`src/rtl/pkt_class_pkg.sv`:
```
// Shared types, TLP header codes and field offsets for the packet classifier.
package pkt_class_pkg;

  typedef enum logic [2:0] {
    PU_MEM_REQ = 3'd0,
    PU_ATOMIC  = 3'd1,
    PU_CPL     = 3'd2,
    DM_MEM_REQ = 3'd3,
    DM_CPL     = 3'd4,
    UNKNOWN    = 3'd5
  } pkt_class_e;

  localparam int unsigned NUM_CLASSES = 6;

  localparam logic [7:0] FMT_TYPE_MRD32      = 8'h00;
  localparam logic [7:0] FMT_TYPE_MRD64      = 8'h20;
  localparam logic [7:0] FMT_TYPE_MWR32      = 8'h40;
  localparam logic [7:0] FMT_TYPE_MWR64      = 8'h60;
  localparam logic [7:0] FMT_TYPE_FETCHADD32 = 8'h4C;
  localparam logic [7:0] FMT_TYPE_FETCHADD64 = 8'h6C;
  localparam logic [7:0] FMT_TYPE_SWAP32     = 8'h4D;
  localparam logic [7:0] FMT_TYPE_SWAP64     = 8'h6D;
  localparam logic [7:0] FMT_TYPE_CAS32      = 8'h4E;
  localparam logic [7:0] FMT_TYPE_CAS64      = 8'h6E;
  localparam logic [7:0] FMT_TYPE_CPL        = 8'h0A;
  localparam logic [7:0] FMT_TYPE_CPLD       = 8'h4A;

  localparam int unsigned HDR_W              = 128;
  localparam int unsigned HDR_LEN_LSB        = 0;
  localparam int unsigned HDR_LEN_W          = 10;
  localparam int unsigned HDR_FMT_TYPE_LSB   = 24;
  localparam int unsigned HDR_TAG_LSB        = 40;
  localparam int unsigned HDR_REQ_ID_LSB     = 48;
  localparam int unsigned HDR_ADDR_HI_LSB    = 64;
  localparam int unsigned HDR_ADDR32_LSB     = 66;
  localparam int unsigned HDR_ADDR64_LO_LSB  = 98;
  localparam int unsigned FMT_4DW_BIT        = 5;

  function automatic logic is_mem_req(input logic [7:0] fmt_type);
    return (fmt_type == FMT_TYPE_MRD32) || (fmt_type == FMT_TYPE_MRD64) ||
           (fmt_type == FMT_TYPE_MWR32) || (fmt_type == FMT_TYPE_MWR64);
  endfunction

  function automatic logic is_fetchadd_swap(input logic [7:0] fmt_type);
    return (fmt_type == FMT_TYPE_FETCHADD32) || (fmt_type == FMT_TYPE_FETCHADD64) ||
           (fmt_type == FMT_TYPE_SWAP32)     || (fmt_type == FMT_TYPE_SWAP64);
  endfunction

  function automatic logic is_cas(input logic [7:0] fmt_type);
    return (fmt_type == FMT_TYPE_CAS32) || (fmt_type == FMT_TYPE_CAS64);
  endfunction

  function automatic pkt_class_e decode_class(input logic [7:0] fmt_type, input logic dm);
    pkt_class_e cls;
    cls = UNKNOWN;
    if (dm) begin
      if (is_mem_req(fmt_type))            cls = DM_MEM_REQ;
      else if (fmt_type == FMT_TYPE_CPLD)  cls = DM_CPL;
    end else begin
      if (is_mem_req(fmt_type))                                       cls = PU_MEM_REQ;
      else if (is_fetchadd_swap(fmt_type) || is_cas(fmt_type))        cls = PU_ATOMIC;
      else if (fmt_type == FMT_TYPE_CPL || fmt_type == FMT_TYPE_CPLD) cls = PU_CPL;
    end
    return cls;
  endfunction

  // Operand size is fixed by the atomic opcode; anything else cannot be executed.
  function automatic logic atomic_len_bad(input logic [7:0] fmt_type,
                                          input logic [HDR_LEN_W-1:0] len_dw);
    logic bad;
    bad = 1'b0;
    if (is_fetchadd_swap(fmt_type))
      bad = !(len_dw == 10'd1 || len_dw == 10'd2);
    else if (is_cas(fmt_type))
      bad = !(len_dw == 10'd2 || len_dw == 10'd4 || len_dw == 10'd8);
    return bad;
  endfunction

endpackage

```
`src/rtl/pkt_class_stats.sv`:
```
// Saturating per-class packet counters; one counter per pkt_class_e value.
module pkt_class_stats
  import pkt_class_pkg::*;
#(
  parameter int unsigned CNT_W = 32
) (
  input  logic                         clk,
  input  logic                         rst_n,
  input  logic                         cnt_en_i,
  input  pkt_class_e                   class_i,
  output logic [NUM_CLASSES*CNT_W-1:0] stat_cnt_o
);

  logic [CNT_W-1:0] cnt_q [NUM_CLASSES];
  logic [CNT_W-1:0] cnt_d [NUM_CLASSES];

  always_comb begin
    for (int i = 0; i < NUM_CLASSES; i++) begin
      cnt_d[i] = cnt_q[i];
      if (cnt_en_i && (int'(class_i) == i) && (cnt_q[i] != '1))
        cnt_d[i] = cnt_q[i] + 1'b1;
    end
  end

  always_ff @(posedge clk or negedge rst_n) begin
    if (!rst_n) begin
      for (int i = 0; i < NUM_CLASSES; i++) cnt_q[i] <= '0;
    end else begin
      for (int i = 0; i < NUM_CLASSES; i++) cnt_q[i] <= cnt_d[i];
    end
  end

  always_comb begin
    for (int i = 0; i < NUM_CLASSES; i++) stat_cnt_o[i*CNT_W +: CNT_W] = cnt_q[i];
  end

endmodule

```
`src/rtl/tlp_pkt_classifier.sv`:
```
// Single-register AXI-Stream stage that classifies TLPs on their SOP beat.
// Optional statistics bank enabled by defining PKT_CLASS_STATS_EN.
module tlp_pkt_classifier
  import pkt_class_pkg::*;
#(
  parameter int unsigned DATA_W = 256,
  parameter int unsigned CNT_W  = 32
) (
  input  logic                 clk,
  input  logic                 rst_n,
  input  logic                 in_tvalid,
  output logic                 in_tready,
  input  logic [DATA_W-1:0]    in_tdata,
  input  logic                 in_tlast,
  input  logic                 in_tuser_dm,
  output logic                 out_tvalid,
  input  logic                 out_tready,
  output logic [DATA_W-1:0]    out_tdata,
  output logic                 out_tlast,
  output logic                 out_sop,
  output pkt_class_e           out_class,
  output logic [63:0]          out_addr,
  output logic [12:0]          out_len_bytes,
  output logic [7:0]           out_tag,
  output logic [15:0]          out_req_id,
  output logic                 out_malformed,
  output logic [6*CNT_W-1:0]   stat_cnt
);

  logic [7:0]           fmt_type;
  logic [HDR_LEN_W-1:0] len_dw;
  pkt_class_e           cls_dec;
  logic [63:0]          addr_dec;
  logic [12:0]          len_dec;
  logic                 mal_dec;
  logic                 load;

  logic                 valid_q,  valid_d;
  logic [DATA_W-1:0]    data_q,   data_d;
  logic                 last_q,   last_d;
  logic                 osop_q,   osop_d;
  pkt_class_e           class_q,  class_d;
  logic [63:0]          addr_q,   addr_d;
  logic [12:0]          len_q,    len_d;
  logic [7:0]           tag_q,    tag_d;
  logic [15:0]          req_id_q, req_id_d;
  logic                 mal_q,    mal_d;
  logic                 sop_q,    sop_d;

  assign fmt_type = in_tdata[HDR_FMT_TYPE_LSB +: 8];
  assign len_dw   = in_tdata[HDR_LEN_LSB +: HDR_LEN_W];
  assign cls_dec  = decode_class(fmt_type, in_tuser_dm);

  always_comb begin
    addr_dec = '0;
    if (cls_dec == PU_MEM_REQ || cls_dec == DM_MEM_REQ || cls_dec == PU_ATOMIC) begin
      if (fmt_type[FMT_4DW_BIT])
        addr_dec = {in_tdata[HDR_ADDR_HI_LSB +: 32], in_tdata[HDR_ADDR64_LO_LSB +: 30], 2'b00};
      else
        addr_dec = {32'h0, in_tdata[HDR_ADDR32_LSB +: 30], 2'b00};
    end
  end

  // A zero length field encodes the maximum of 1024 DW.
  assign len_dec = (len_dw == '0) ? 13'h1000 : {1'b0, len_dw, 2'b00};
  assign mal_dec = (cls_dec == PU_ATOMIC) && atomic_len_bad(fmt_type, len_dw);

  assign in_tready = !valid_q || out_tready;
  assign load      = in_tvalid && in_tready;

  always_comb begin
    valid_d  = valid_q;
    data_d   = data_q;
    last_d   = last_q;
    osop_d   = osop_q;
    class_d  = class_q;
    addr_d   = addr_q;
    len_d    = len_q;
    tag_d    = tag_q;
    req_id_d = req_id_q;
    mal_d    = mal_q;
    sop_d    = sop_q;
    if (load) begin
      valid_d = 1'b1;
      data_d  = in_tdata;
      last_d  = in_tlast;
      osop_d  = sop_q;
      sop_d   = in_tlast;
      if (sop_q) begin
        class_d  = cls_dec;
        addr_d   = addr_dec;
        len_d    = len_dec;
        tag_d    = in_tdata[HDR_TAG_LSB +: 8];
        req_id_d = in_tdata[HDR_REQ_ID_LSB +: 16];
        mal_d    = mal_dec;
      end
    end else if (out_tready) begin
      valid_d = 1'b0;
    end
  end

  always_ff @(posedge clk or negedge rst_n) begin
    if (!rst_n) begin
      valid_q  <= 1'b0;
      data_q   <= '0;
      last_q   <= 1'b0;
      osop_q   <= 1'b0;
      class_q  <= UNKNOWN;
      addr_q   <= '0;
      len_q    <= '0;
      tag_q    <= '0;
      req_id_q <= '0;
      mal_q    <= 1'b0;
      sop_q    <= 1'b1;
    end else begin
      valid_q  <= valid_d;
      data_q   <= data_d;
      last_q   <= last_d;
      osop_q   <= osop_d;
      class_q  <= class_d;
      addr_q   <= addr_d;
      len_q    <= len_d;
      tag_q    <= tag_d;
      req_id_q <= req_id_d;
      mal_q    <= mal_d;
      sop_q    <= sop_d;
    end
  end

  assign out_tvalid    = valid_q;
  assign out_tdata     = data_q;
  assign out_tlast     = last_q;
  assign out_sop       = osop_q;
  assign out_class     = class_q;
  assign out_addr      = addr_q;
  assign out_len_bytes = len_q;
  assign out_tag       = tag_q;
  assign out_req_id    = req_id_q;
  assign out_malformed = mal_q;

`ifdef PKT_CLASS_STATS_EN
  pkt_class_stats #(
    .CNT_W (CNT_W)
  ) u_stats (
    .clk        (clk),
    .rst_n      (rst_n),
    .cnt_en_i   (valid_q && out_tready && osop_q),
    .class_i    (class_q),
    .stat_cnt_o (stat_cnt)
  );
`else
  assign stat_cnt = '0;
`endif

endmodule

```
`config.mk`:
```
export PLATFORM = sky130hd
export DESIGN_NAME = tlp_pkt_classifier
export DESIGN_NICKNAME = d
export VERILOG_FILES = /design/src/rtl/pkt_class_pkg.sv /design/src/rtl/pkt_class_stats.sv /design/src/rtl/tlp_pkt_classifier.sv
export SDC_FILE = /design/constraint.sdc
export NUM_CORES = 1
export LEC_CHECK = 0
export BUFFER_PORTS_ARGS = -buffer_cell sky130_fd_sc_hd__buf_4
export CAP_MARGIN = 0
export CORE_AREA = 2 2 318 320
export CTS_CLUSTER_DIAMETER = 200
export DETAILED_ROUTE_END_ITERATION = 6
export DIE_AREA = 0 0 320 322
export PLACE_DENSITY = 0.46
export SKIP_LAST_GASP = 1
export SLEW_MARGIN = 30
export SYNTH_ARGS = -nofsm -noshare
export SYNTH_HDL_FRONTEND = slang
export SYNTH_SLANG_ARGS = --single-unit
```
`constraint.sdc`:
```
create_clock -name clk -period 1.95 [get_ports clk]
set_input_delay 0.0975 -clock clk [delete_from_list [all_inputs] [get_ports clk]]
set_output_delay 0.0975 -clock clk [all_outputs]
set_load 0.01 [all_outputs]
```
==> run_results.csv <==
group,metric,value,unit
clock_network,ctsHtreeMaxLevel,2,
route,drc,0,
synthesis,netlist.area_leader.share,58.5,%
cells_and_area,nNetsFinal,2757,
synthesis,yosys.cell_types.count,38,
die,num_io_pins,819,
clock_network,cts-root-buf,"clkbuf_16",
synthesis,synth_top_area_cell,"dfrtp_1",
placed_design,placed_area,21100,sq um
route,wl_met3,4140,microns
route,wl_met1,24100,microns
die,start_util,15.4,%
synthesis,syn_avg_cell_area,9.71,sq um
sta,period_needed,1.82,ns
global_route,track_usage,10.8,%
die,rows,116,
sta,maxSlewViolCount,0,
critical_path,cp.required,2.47,ns
cells_and_area,final-seq-area,9040,sq um
critical_path,r2r_start,"out_tvalid",
route,drt-initial-drc-count,508,
route,wire_per_inst,15.4,microns
critical_path,startpoint,"out_tvalid",
clock_network,clock_sinks,361,
synthesis,synth_cells,1576,
die,core,99600,sq um
cells_and_area,drive_gt1_share,33.0,%
clock_network,clock_latency,0.58,ns
critical_path,path_max_fanout,15,
critical_path,r2r-end,"out_tlast",
pwr,ir_drop,0.571,mV
sta,slew_headroom,63.9,%
global_route,grt_max_degree,66,
min_path,hp-class,"in -> reg",
global_route,grt_pass1_vias,13454,
placed_design,globalplace.congestion,0.751,
synthesis,synth_top_family_by_area,"simple AND/OR/NAND/NOR gates",
outcome,status,"completed",
sta,setup_viol,0,
sta,clock_skew,0.0154,ns
global_route,antenna_found_initial,1,
placed_design,hpwl,42300,microns
cells_and_area,finalInstanceArea,25500,sq um
route,wl_met2,29400,microns
route,viasPerCell,3.46,
synthesis,synth-simple-area-share,19.6,%
global_route,grt_overflow,0,
route,drtPass1Iterations,4,
critical_path,cp.arrival,2.34,ns
cells_and_area,fillers,10753,
critical_path,ff2ff_setup_slack,0.13,ns
flow_run,maxCapViolCount,0,
cells_and_area,final_common_cell,"nand2_1",
critical_path,cp-start-kind,"register",
synthesis,synth_area_leaders,"dfrtp_1 (59%), nand2_1 (19%), buf_4 (9.6%), mux2_2 (3.3%), mux2i_1 (2.0%)",
critical_path,critPathKind,"reg -> reg",
synthesis,synth_compound_gate_area_share,3.89,%
cells_and_area,area_delta_synth_final,66.6,%
placed_design,io_buffers,622,
route,topRoutingLayerUsed,"met4",
synthesis,synth.area.mux_share,5.27,%
pwr,powerDensity,913,nW/um^2
synthesis,synth-seq-area-share,59.0,%
clock_network,clkTransAtPathRegs,0.06,ns
clock_network,clock_path_buffers,3,
sta,final.setup.tns,0,ns
critical_path,reg2reg_depth,7,
route,antenna_left,0,
global_route,grt_pass1_wl,85200,microns
cells_and_area,final_cell_mix,"nand2_1 (761), buf_4 (666), dfrtp_1 (358)",
clock_network,cts_tree,"done",
route,drt-total-wl,58900,microns
critical_path,endpoint,"out_tlast",
sta,fin_crit_sh,93.4,%
synthesis,ys_ff_latch,361,
clock_network,cts_buffers,45,
die,die_x,320,microns
pwr,leakage,13.3,nW
synthesis,synth_fa_ha_area_share,0,%
cells_and_area,multiInputGateArea,5170,sq um
die,die_y,322,microns
sta,hold_violations,0,
sta,rsz0062_at_grt,"no",
critical_path,worstSetupEndpointType,"register",
sta,max_freq,0.549,GHz
sta,tightest_slew,0.541,ns
route,vias,13273,
die,die_area,103000,sq um
synthesis,syn_area,15300,sq um
synthesis,synth_xor_area_share,0.0572,%
synthesis,ys_warn_count,0,
per-layer routing:
metal | up-vias | track usage, %
met1 | 6286 | 12.8
met4 | 0 | 3.06
li1 | 6416 | -
met2 | 501 | 18.7
met5 | - | 0
met3 | 70 | 3.30
critical path, cell delays in order, from the launching register on:
cell           delay, ns
dfrtp_1             0.38
nand2b_1            0.16
buf_4               0.17
and2_4              0.19
buf_12              0.18
nand2_1             0.10
nand2_1             0.06
dlygate4sd3_1       0.53
cell type report:
class | instances | share of cell area, %
multi-input cells | 1135 | 20.3
clock buffers | 65 | 5.31
inverters | 3 | 0.0442
diodes | 2 | 0.0196
clock inverters | 18 | 1.11
well taps | 1298 | 6.37
repair buffers | 949 | 31.4
flip-flops and latches | 361 | 35.4
cell families after synthesis:
kind of cell,count (synthesis)
AND/OR/NAND/NOR,781
XOR/XNOR,1
multiplexers,75
buffers and inverters,275
flip-flops,361
AO/OA/AOI/OAI,82
other,1
registers in the layout, summed over array words and instances, names as in the netlist:
| register | count |
|---|---|
| out_tdata | 256 |
| out_addr | 62 |
| out_req_id | 16 |
| out_len_bytes | 11 |
| out_tag | 8 |
| out_class | 3 |
| out_malformed | 1 |
| out_sop | 1 |
| out_tlast | 1 |
| out_tvalid | 1 |
| sop_q | 1 |
how the worst min path moves through the flow:
| stage | slack, ns | startpoint | depth (start not counted) | end |
|---|---|---|---|---|
| after detailed placement | 0.05 | rst_n | 1 | out_tdata[253] |
| after global placement | 0.05 | rst_n | 1 | out_tdata[253] |
| after global routing | 0.15 | in_tdata[29] | 4 | out_addr[9] |
| after floorplan | -0.20 | rst_n | 0 | out_addr[10] |
| final | 0.17 | in_tdata[29] | 3 | out_tdata[29] |
| after CTS | 0.10 | in_tdata[29] | 3 | out_tdata[29] |
repair_timing:
action / CTS / global route
setup endpoints to repair: 0 / 2
hold buffers: 265 / 0
gates resized for setup: 0 / 0
endpoints found under the hold margin: 716 / 0
buffers inserted: 0 / 2
synth_stat cells:
library cell / n
buf_1: 2
clkbuf_1: 17
mux2_2: 45
mux2i_1: 30
nor2_8: 1
o21ai_0: 36
a22o_2: 20
a21o_4: 1
buf_6: 3
nand4b_1: 1
conb_1: 1
nand4_1: 2
nor3b_1: 2
buf_4: 196
a22oi_1: 1
a31oi_1: 1
a22o_1: 16
dfstp_2: 3
o31ai_1: 1
a211oi_1: 1
nor4_2: 1
nand3_1: 2
dfrtp_1: 358
and2_1: 1
a21o_1: 1
and4bb_2: 1
a21oi_1: 3
nand2b_1: 2
a41oi_1: 1
inv_1: 3
nor2b_1: 1
clkbuf_2: 3
nand2_1: 762
buf_2: 51
nor3_1: 1
nor4_1: 1
nor2_1: 3
xnor2_1: 1
per-stage QoR:
| step | utilization, % | power, mW | hold slack [ns] | instances | worst slack [ns] |
|---|---|---|---|---|---|
| 3_5_place_dp | 21.2 | 13.7 | 0.0485 | 3477 | 0.244 |
| 3_3_place_gp | 21.2 | 13.7 | 0.0453 | 3477 | 0.241 |
| 6_report | 25.6 | 23.3 | 0.175 | 3831 | 0.129 |
| 4_1_cts | 25.5 | 23.7 | 0.105 | 3825 | 0.0671 |
| 5_1_grt | 25.6 | 24.5 | 0.154 | 3829 | 0.0172 |
| 2_1_floorplan | - | 11.1 | -0.198 | 1771 | 0.434 |
power breakdown:
part / internal [mW] / switching, mW
registers: 8.46 / 0.531
logic: 2.53 / 2.49
clock network: 5.75 / 3.50
Note: power is estimated with default switching activity, not from simulation.
